File: src/rtl/rev_serial_adder.sv
// Bit-serial reversible adder/subtractor. It processes DIGIT bits per clock
// through a chain of reversible full-adder/subtractor cells.

module rev_fa_cell (
    input  logic i_mode,
    input  logic i_a,
    input  logic i_b,
    input  logic i_c,
    output logic o_y,
    output logic o_c
);
    assign o_y = i_a ^ i_b ^ i_c;
    // Reverse mode computes the borrow of b - a - c. Forward mode computes the majority carry.
    assign o_c = i_mode ? ((~i_b & i_a) | (~(i_b ^ i_a) & i_c))
                        : ((i_a & i_b) | (i_a & i_c) | (i_b & i_c));
endmodule

module rev_serial_adder #(
    parameter int WIDTH = 8,
    parameter int DIGIT = 1
) (
    input  logic             clk,
    input  logic             rst_n,
    input  logic             start,
    input  logic             mode,
    input  logic [WIDTH-1:0] a,
    input  logic [WIDTH-1:0] b,
    input  logic             cin,
    output logic             busy,
    output logic             done,
    output logic [WIDTH-1:0] a_out,
    output logic [WIDTH-1:0] y,
    output logic             c_out
);
    localparam int N  = WIDTH / DIGIT;
    localparam int CW = (N > 1) ? $clog2(N) : 1;
    localparam logic [CW-1:0] LAST = CW'(N - 1);

    localparam logic [0:0] S_IDLE = 1'b0;
    localparam logic [0:0] S_RUN  = 1'b1;

    logic [0:0]       r_state;
    logic             r_mode;
    logic             r_c;
    logic [CW-1:0]    r_cnt;
    logic [WIDTH-1:0] r_a;
    logic [WIDTH-1:0] r_ash;
    logic [WIDTH-1:0] r_bsh;
    logic [WIDTH-1:0] r_ysh;
    logic             r_done;
    logic [WIDTH-1:0] r_y;
    logic [WIDTH-1:0] r_aout;
    logic             r_cout;

    logic [DIGIT:0]   w_c;
    logic [DIGIT-1:0] w_ydig;
    logic [WIDTH-1:0] w_ynext;

    assign w_c[0] = r_c;

    for (genvar g = 0; g < DIGIT; g++) begin : g_cell
        rev_fa_cell u_cell (
            .i_mode (r_mode),
            .i_a    (r_ash[g]),
            .i_b    (r_bsh[g]),
            .i_c    (w_c[g]),
            .o_y    (w_ydig[g]),
            .o_c    (w_c[g+1])
        );
    end

    // The result digits enter at the top and shift down. After N digits the LSB digit sits at bit 0.
    assign w_ynext = (r_ysh >> DIGIT) | (WIDTH'(w_ydig) << (WIDTH - DIGIT));

    always_ff @(posedge clk or negedge rst_n) begin
        if (!rst_n) begin
            r_state <= S_IDLE;
            r_mode  <= 1'b0;
            r_c     <= 1'b0;
            r_cnt   <= '0;
            r_a     <= '0;
            r_ash   <= '0;
            r_bsh   <= '0;
            r_ysh   <= '0;
            r_done  <= 1'b0;
            r_y     <= '0;
            r_aout  <= '0;
            r_cout  <= 1'b0;
        end else begin
            r_done <= 1'b0;
            if (r_state == S_IDLE) begin
                if (start) begin
                    r_mode  <= mode;
                    r_c     <= cin;
                    r_cnt   <= '0;
                    r_a     <= a;
                    r_ash   <= a;
                    r_bsh   <= b;
                    r_ysh   <= '0;
                    r_state <= S_RUN;
                end
            end else begin
                r_ash <= r_ash >> DIGIT;
                r_bsh <= r_bsh >> DIGIT;
                r_ysh <= w_ynext;
                r_c   <= w_c[DIGIT];
                r_cnt <= r_cnt + 1'b1;
                // The visible outputs update only on the final digit, so partial sums never leak.
                if (r_cnt == LAST) begin
                    r_y     <= w_ynext;
                    r_aout  <= r_a;
                    r_cout  <= w_c[DIGIT];
                    r_done  <= 1'b1;
                    r_cnt   <= '0;
                    r_state <= S_IDLE;
                end
            end
        end
    end

    assign busy  = (r_state == S_RUN);
    assign done  = r_done;
    assign y     = r_y;
    assign a_out = r_aout;
    assign c_out = r_cout;
endmodule
File: config.mk
export PLATFORM = sky130hd
export DESIGN_NAME = rev_serial_adder
export DESIGN_NICKNAME = d
export VERILOG_FILES = /design/src/rtl/rev_serial_adder.sv
export SDC_FILE = /design/constraint.sdc
export NUM_CORES = 1
export LEC_CHECK = 0
export ABC_AREA = 1
export BUFFER_PORTS_ARGS = -buffer_cell sky130_fd_sc_hd__buf_2
export CORE_UTILIZATION = 58
export CTS_CLUSTER_DIAMETER = 60
export CTS_CLUSTER_SIZE = 25
export DETAILED_ROUTE_END_ITERATION = 8
export GPL_TIMING_DRIVEN = 0
export PLACE_DENSITY = 0.88
export SYNTH_ARGS = -nofsm -noshare
export SYNTH_HDL_FRONTEND = slang
export SYNTH_SLANG_ARGS = --single-unit
File: constraint.sdc
create_clock -name clk -period 3 [get_ports clk]
set_input_delay 0.45 -clock clk [delete_from_list [all_inputs] [get_ports clk]]
set_output_delay 0.45 -clock clk [all_outputs]
set_load 0.05 [all_outputs]
Yosys cells after proc, flatten, opt, wreduce, memory -nomap -nowiden. Index checks and enable logic that the tools add are counted.

Input port bits: 21. Register bits: 56.

Bitwise gates (word level): 14. Mux-type cells: 17. Equal/unequal tests: 1. Reductions and logical operators: 3. Add/subtract/negate cells: 1.

Operators with widths (count): $mux 8 (6); $mux 3 (3); $mux 1 (8); $or 7x8->8 (1); $and 1x1->1 (5); $reduce_and 2->1 (2); $add 3x1->3 const B (1); $eq 3x3->1 const B (1); $not 1->1 (3); $or 1x1->1 (3); $reduce_bool 2->1 (1); $xor 1x1->1 (2).

Logic depth before layout (Yosys ltp).
Word-level depth: 6. Depth in mapped cells: 6. Depth with buffers taken out: 6.

Hierarchy. From an unflattened synthesis, not the netlist that was laid out.

Cell total of the unflattened synthesis: 245. Area, all modules: 2292.2 µm².

Modules (own cells, without submodules): rev_serial_adder (times used 1, area each 2225.9 µm², cells an instance 236); rev_fa_cell (times used 1, area each 66.3 µm², cells an instance 9).

Least setup slack after synthesis. Ideal clock, no wire load.

Path type: reg-to-reg. Start: register r_state, in the netlist busy. End: register r_aout[0], in the netlist a_out[0]. Cell stages (with the launch flop): 5. Required time: 2.870 ns. Path slack: 1.644 ns. Period minus slack after synthesis: 1.356 ns. Data arrival time: 1.226 ns. Path buffers: 1. Cell sequence: dfrtp_1 > nand2_1 > buf_2 > nand2_1 > o21ai_0.

Cells in the longest elaborated chain, start to end: 1.

RTL lines: from (decl) (line 42) `logic [0:0] r_state;`; from (signal assigned) (line 77) `r_state <= S_IDLE;`; from (signal assigned) (line 100) `r_state <= S_RUN;`; from (signal assigned) (line 115) `r_state <= S_IDLE;`; $reduce_and 2->1 (no source line); to (signal assigned) (line 111) `r_aout <= r_a;`; to (decl) (line 52) `logic [WIDTH-1:0] r_aout;`.

No other way between the ends. A chain may end at the register's enable or synchronous reset.

Worst setup path after layout.
Start: register r_cnt[0]. End: register r_aout[4], in the netlist a_out[4].

Cells in the longest elaborated chain, start to end: 2.

RTL lines: from (decl) (line 45) `logic [CW-1:0] r_cnt;`; from (signal assigned) (line 107) `r_cnt <= r_cnt + 1'b1;`; $eq 3x3->1 (line 109) `if (r_cnt == LAST) begin`; $reduce_and 2->1 (no source line).

No other way between the ends.

==> results.toml <==
[synthesis]
async_flop_share_pct = 100
ys_types = 13
ys_ff_latch = 55
yosysTopAreaCellShare_pct = 63.8
ys_seq_area_share_pct = 63.8
synth.area.top_cells = "dfrtp_1 64%, nand2_1 14%, o21ai_0 5.8%"
ys.flop_type = "dfrtp_1"
synth-edff-count = 0
synth_common_cells = "81 x nand2_1, 55 x dfrtp_1, 25 x o21ai_0"
synth_area_mm2 = 0.00216
yosysMostFrequentCell = "nand2_1"
netlist_instances = 226
synth_area_leader_cell = "dfrtp_1"
synth.avg_cell_area_um2 = 9.55
syn-num-nets = 251
yosysWarnings = 0

[clock_network]
numCtsBuffers = 5
clkTransAtPathRegs_ps = 90
cts_resized = 0
clkLatencyLatePin_ps = 310
post_cts_buffers = 0
cts-root-buf = "clkbuf_8"
cts-hold-fix-buffers = 0
cts_tree = "done"
h-tree-depth = 2
clockBufferDepth = 2
cts.sinks = 55

[outcome]
run_status = "complete, no violations"

[placement]
place_area_mm2 = 0.00241
dp_hpwl_mm = 2.94
gp_congestion = 0.774
port_buffers = 39
pre_cts_slack_ps = 1340

[timing]
fmax_mhz = 600
worst_slack_ps = 1330
finalCriticalPeriod_ps = 1670
setup_viol = 0
rsz0062_at_grt = "no"
tightest_slew_ps = 1190
fin_crit_sh_pct = 55.5
drv_slew = 0
fin_hold_ws_ps = 339
skew_ps = 6.28
finalSetupTns_ps = 0
slew_headroom_pct = 20.5
hold_viol_final = 0

[floorplan]
row_count = 21
core_area_mm2 = 0.00344
die_y_um = 63
die_w_um = 63
num_io_pins = 40
dieArea_mm2 = 0.00397
initial_core_util_pct = 62.7

[layout]
finish.utilization_pct = 73.0
num_antenna_cells = 0
final_nets = 297
finalInstanceArea_mm2 = 0.00251
final_layout_size_suffix_gt1_share_pct = 19.9
fillers = 284
synthToLayoutAreaGrowth_pct = 16.5

[critical_path]
critPathRequiredTime_ps = 3170
crit_path_cell_trace = "ha_1 > ha_1 > nand2_1 > clkbuf_1 > o21ai_0"
reg2reg_slack_ps = 1330
crit_path_end_kind = "register"
cp_slowest_cell = "dfrtp_1"
critPathKind = "register to register"
path_buf_inv = 1
crit_fanout = 10
slowest_delay_ps = 410
crit_family = "flip-flops"
cp-start-kind = "register"
cp_common_cell = "ha_1"
arrival_ps = 1840

[routing]
vias_per_cell = 5.15
drcViolationCount = 0
ant_nets = 0
first_pass_iters = 5
vias = 1639
wl_per_cell_um = 13.0
wirelength_mm = 4.14
dr.first_iter.drc_count = 93

[power]
vdd_drop_max_uv = 529
powerDensity_mw_per_mm2 = 1150
p_int_mw = 1.64
seq_power_share_pct = 42.0
clockPowerShare_pct = 16.3
swShare_pct = 43.2
power_frac_comb_pct = 41.7
p_switching_mw = 1.25
leakagePower_nw = 1.35

[worst_hold_path]
min-delay-path-class = "input port to register"

[global_route]
grt_max_degree = 56
grt.overflow.total = 0
track_usage_pct = 25.3
grt_pass1_wl_mm = 7.40
antenna_found_initial = 0
grt_pass1_vias = 1617

[job]
maxCapViolations = 0
[area by class of cell]
| type | count | area (um2) | area share (%) |
|---|---|---|---|
| flip-flops and latches | 55 | 1380 | 54.8 |
| multi-input cells | 138 | 641 | 25.5 |
| repair buffers | 39 | 195 | 7.77 |
| inverters | 24 | 90.1 | 3.58 |
| clock buffers | 6 | 72.6 | 2.89 |
| well taps | 46 | 57.6 | 2.29 |
| plain buffers | 9 | 51.3 | 2.04 |
| clock inverters | 1 | 30.0 | 1.19 |
[logic make-up (layout without fill, tap and decap cells)]
family	count (synthesis)	in the layout	share of synthesized area, %
and+or+nand+nor	102	102	18.8
buffers and inverters	33	79	6.55
adders and majority gates	4	4	3.01
AOI/OAI and AO/OA	32	32	7.83
DFF	55	55	63.8
[power groups by stage]
stage	clock, mW	sequential, mW	combinational (mW)
2_1_floorplan	0	1.58	0.537
3_3_place_gp	0	1.21	1.17
3_5_place_dp	0	1.23	1.22
4_1_cts	0.479	1.21	1.22
5_1_grt	0.516	1.25	1.35
6_report	0.472	1.21	1.21
[sequential cells by signal, summed over array words and instances (netlist names)]
name    count
y           8
busy        1
r_bsh       8
r_ysh       7
r_ash       8
r_cnt       3
a_out       8
r_c         1
r_mode      1
r_a         8
c_out       1
done        1
[worst register-to-register path, stage by stage (launching register included)]
cell	delay (ps)
dfrtp_1	410
ha_1	210
ha_1	190
nand2_1	200
clkbuf_1	370
o21ai_0	160
[cells in the final DEF (no fill, tap or decap)]
master | netlist | routed
buf_2 | 5 | 44
buf_4 | 3 | 3
bufinv_16 | 0 | 1
clkbuf_1 | 1 | 2
clkbuf_8 | 0 | 5
dfrtp_1 | 55 | 55
fa_1 | 2 | 2
ha_1 | 2 | 2
inv_1 | 24 | 24
nand2_1 | 81 | 81
nand3_1 | 17 | 17
nor2_1 | 3 | 3
nor2_2 | 1 | 1
o21ai_0 | 25 | 25
o22ai_1 | 7 | 7
[per-stage QoR]
| stage | power (mW) | instances |
|---|---|---|
| 5_1_grt | 3.11 | 318 |
| 3_3_place_gp | 2.37 | 311 |
| 6_report | 2.89 | 318 |
| 2_1_floorplan | 2.12 | 226 |
| 3_5_place_dp | 2.45 | 311 |
| 4_1_cts | 2.91 | 318 |
[worst paths after layout]
| check | startpoint | end | cells past startpoint |
|---|---|---|---|
| worst max-delay path | r_cnt[0] | a_out[4] | 5 |
| worst min-delay path | b[7] | r_bsh[7] | 3 |
| worst max register to register | r_cnt[0] | a_out[4] | 5 |
| worst min register to register | y[4] | y[4] | 2 |
| max in group asynchronous | rst_n | r_mode | 1 |
| min in group asynchronous | rst_n | y[1] | 1 |
[routing by layer]
metal  GRT usage (%)  share of wire, %  vias to the layer above
li1                -                 -                      795
met1            32.6                45                      773
met2            39.9                47                       66
met3            7.48               6.4                        5
met4            10.5               1.5                        0
met5               0                 0                        -
No activity file was read; power rests on OpenSTA's default activity.
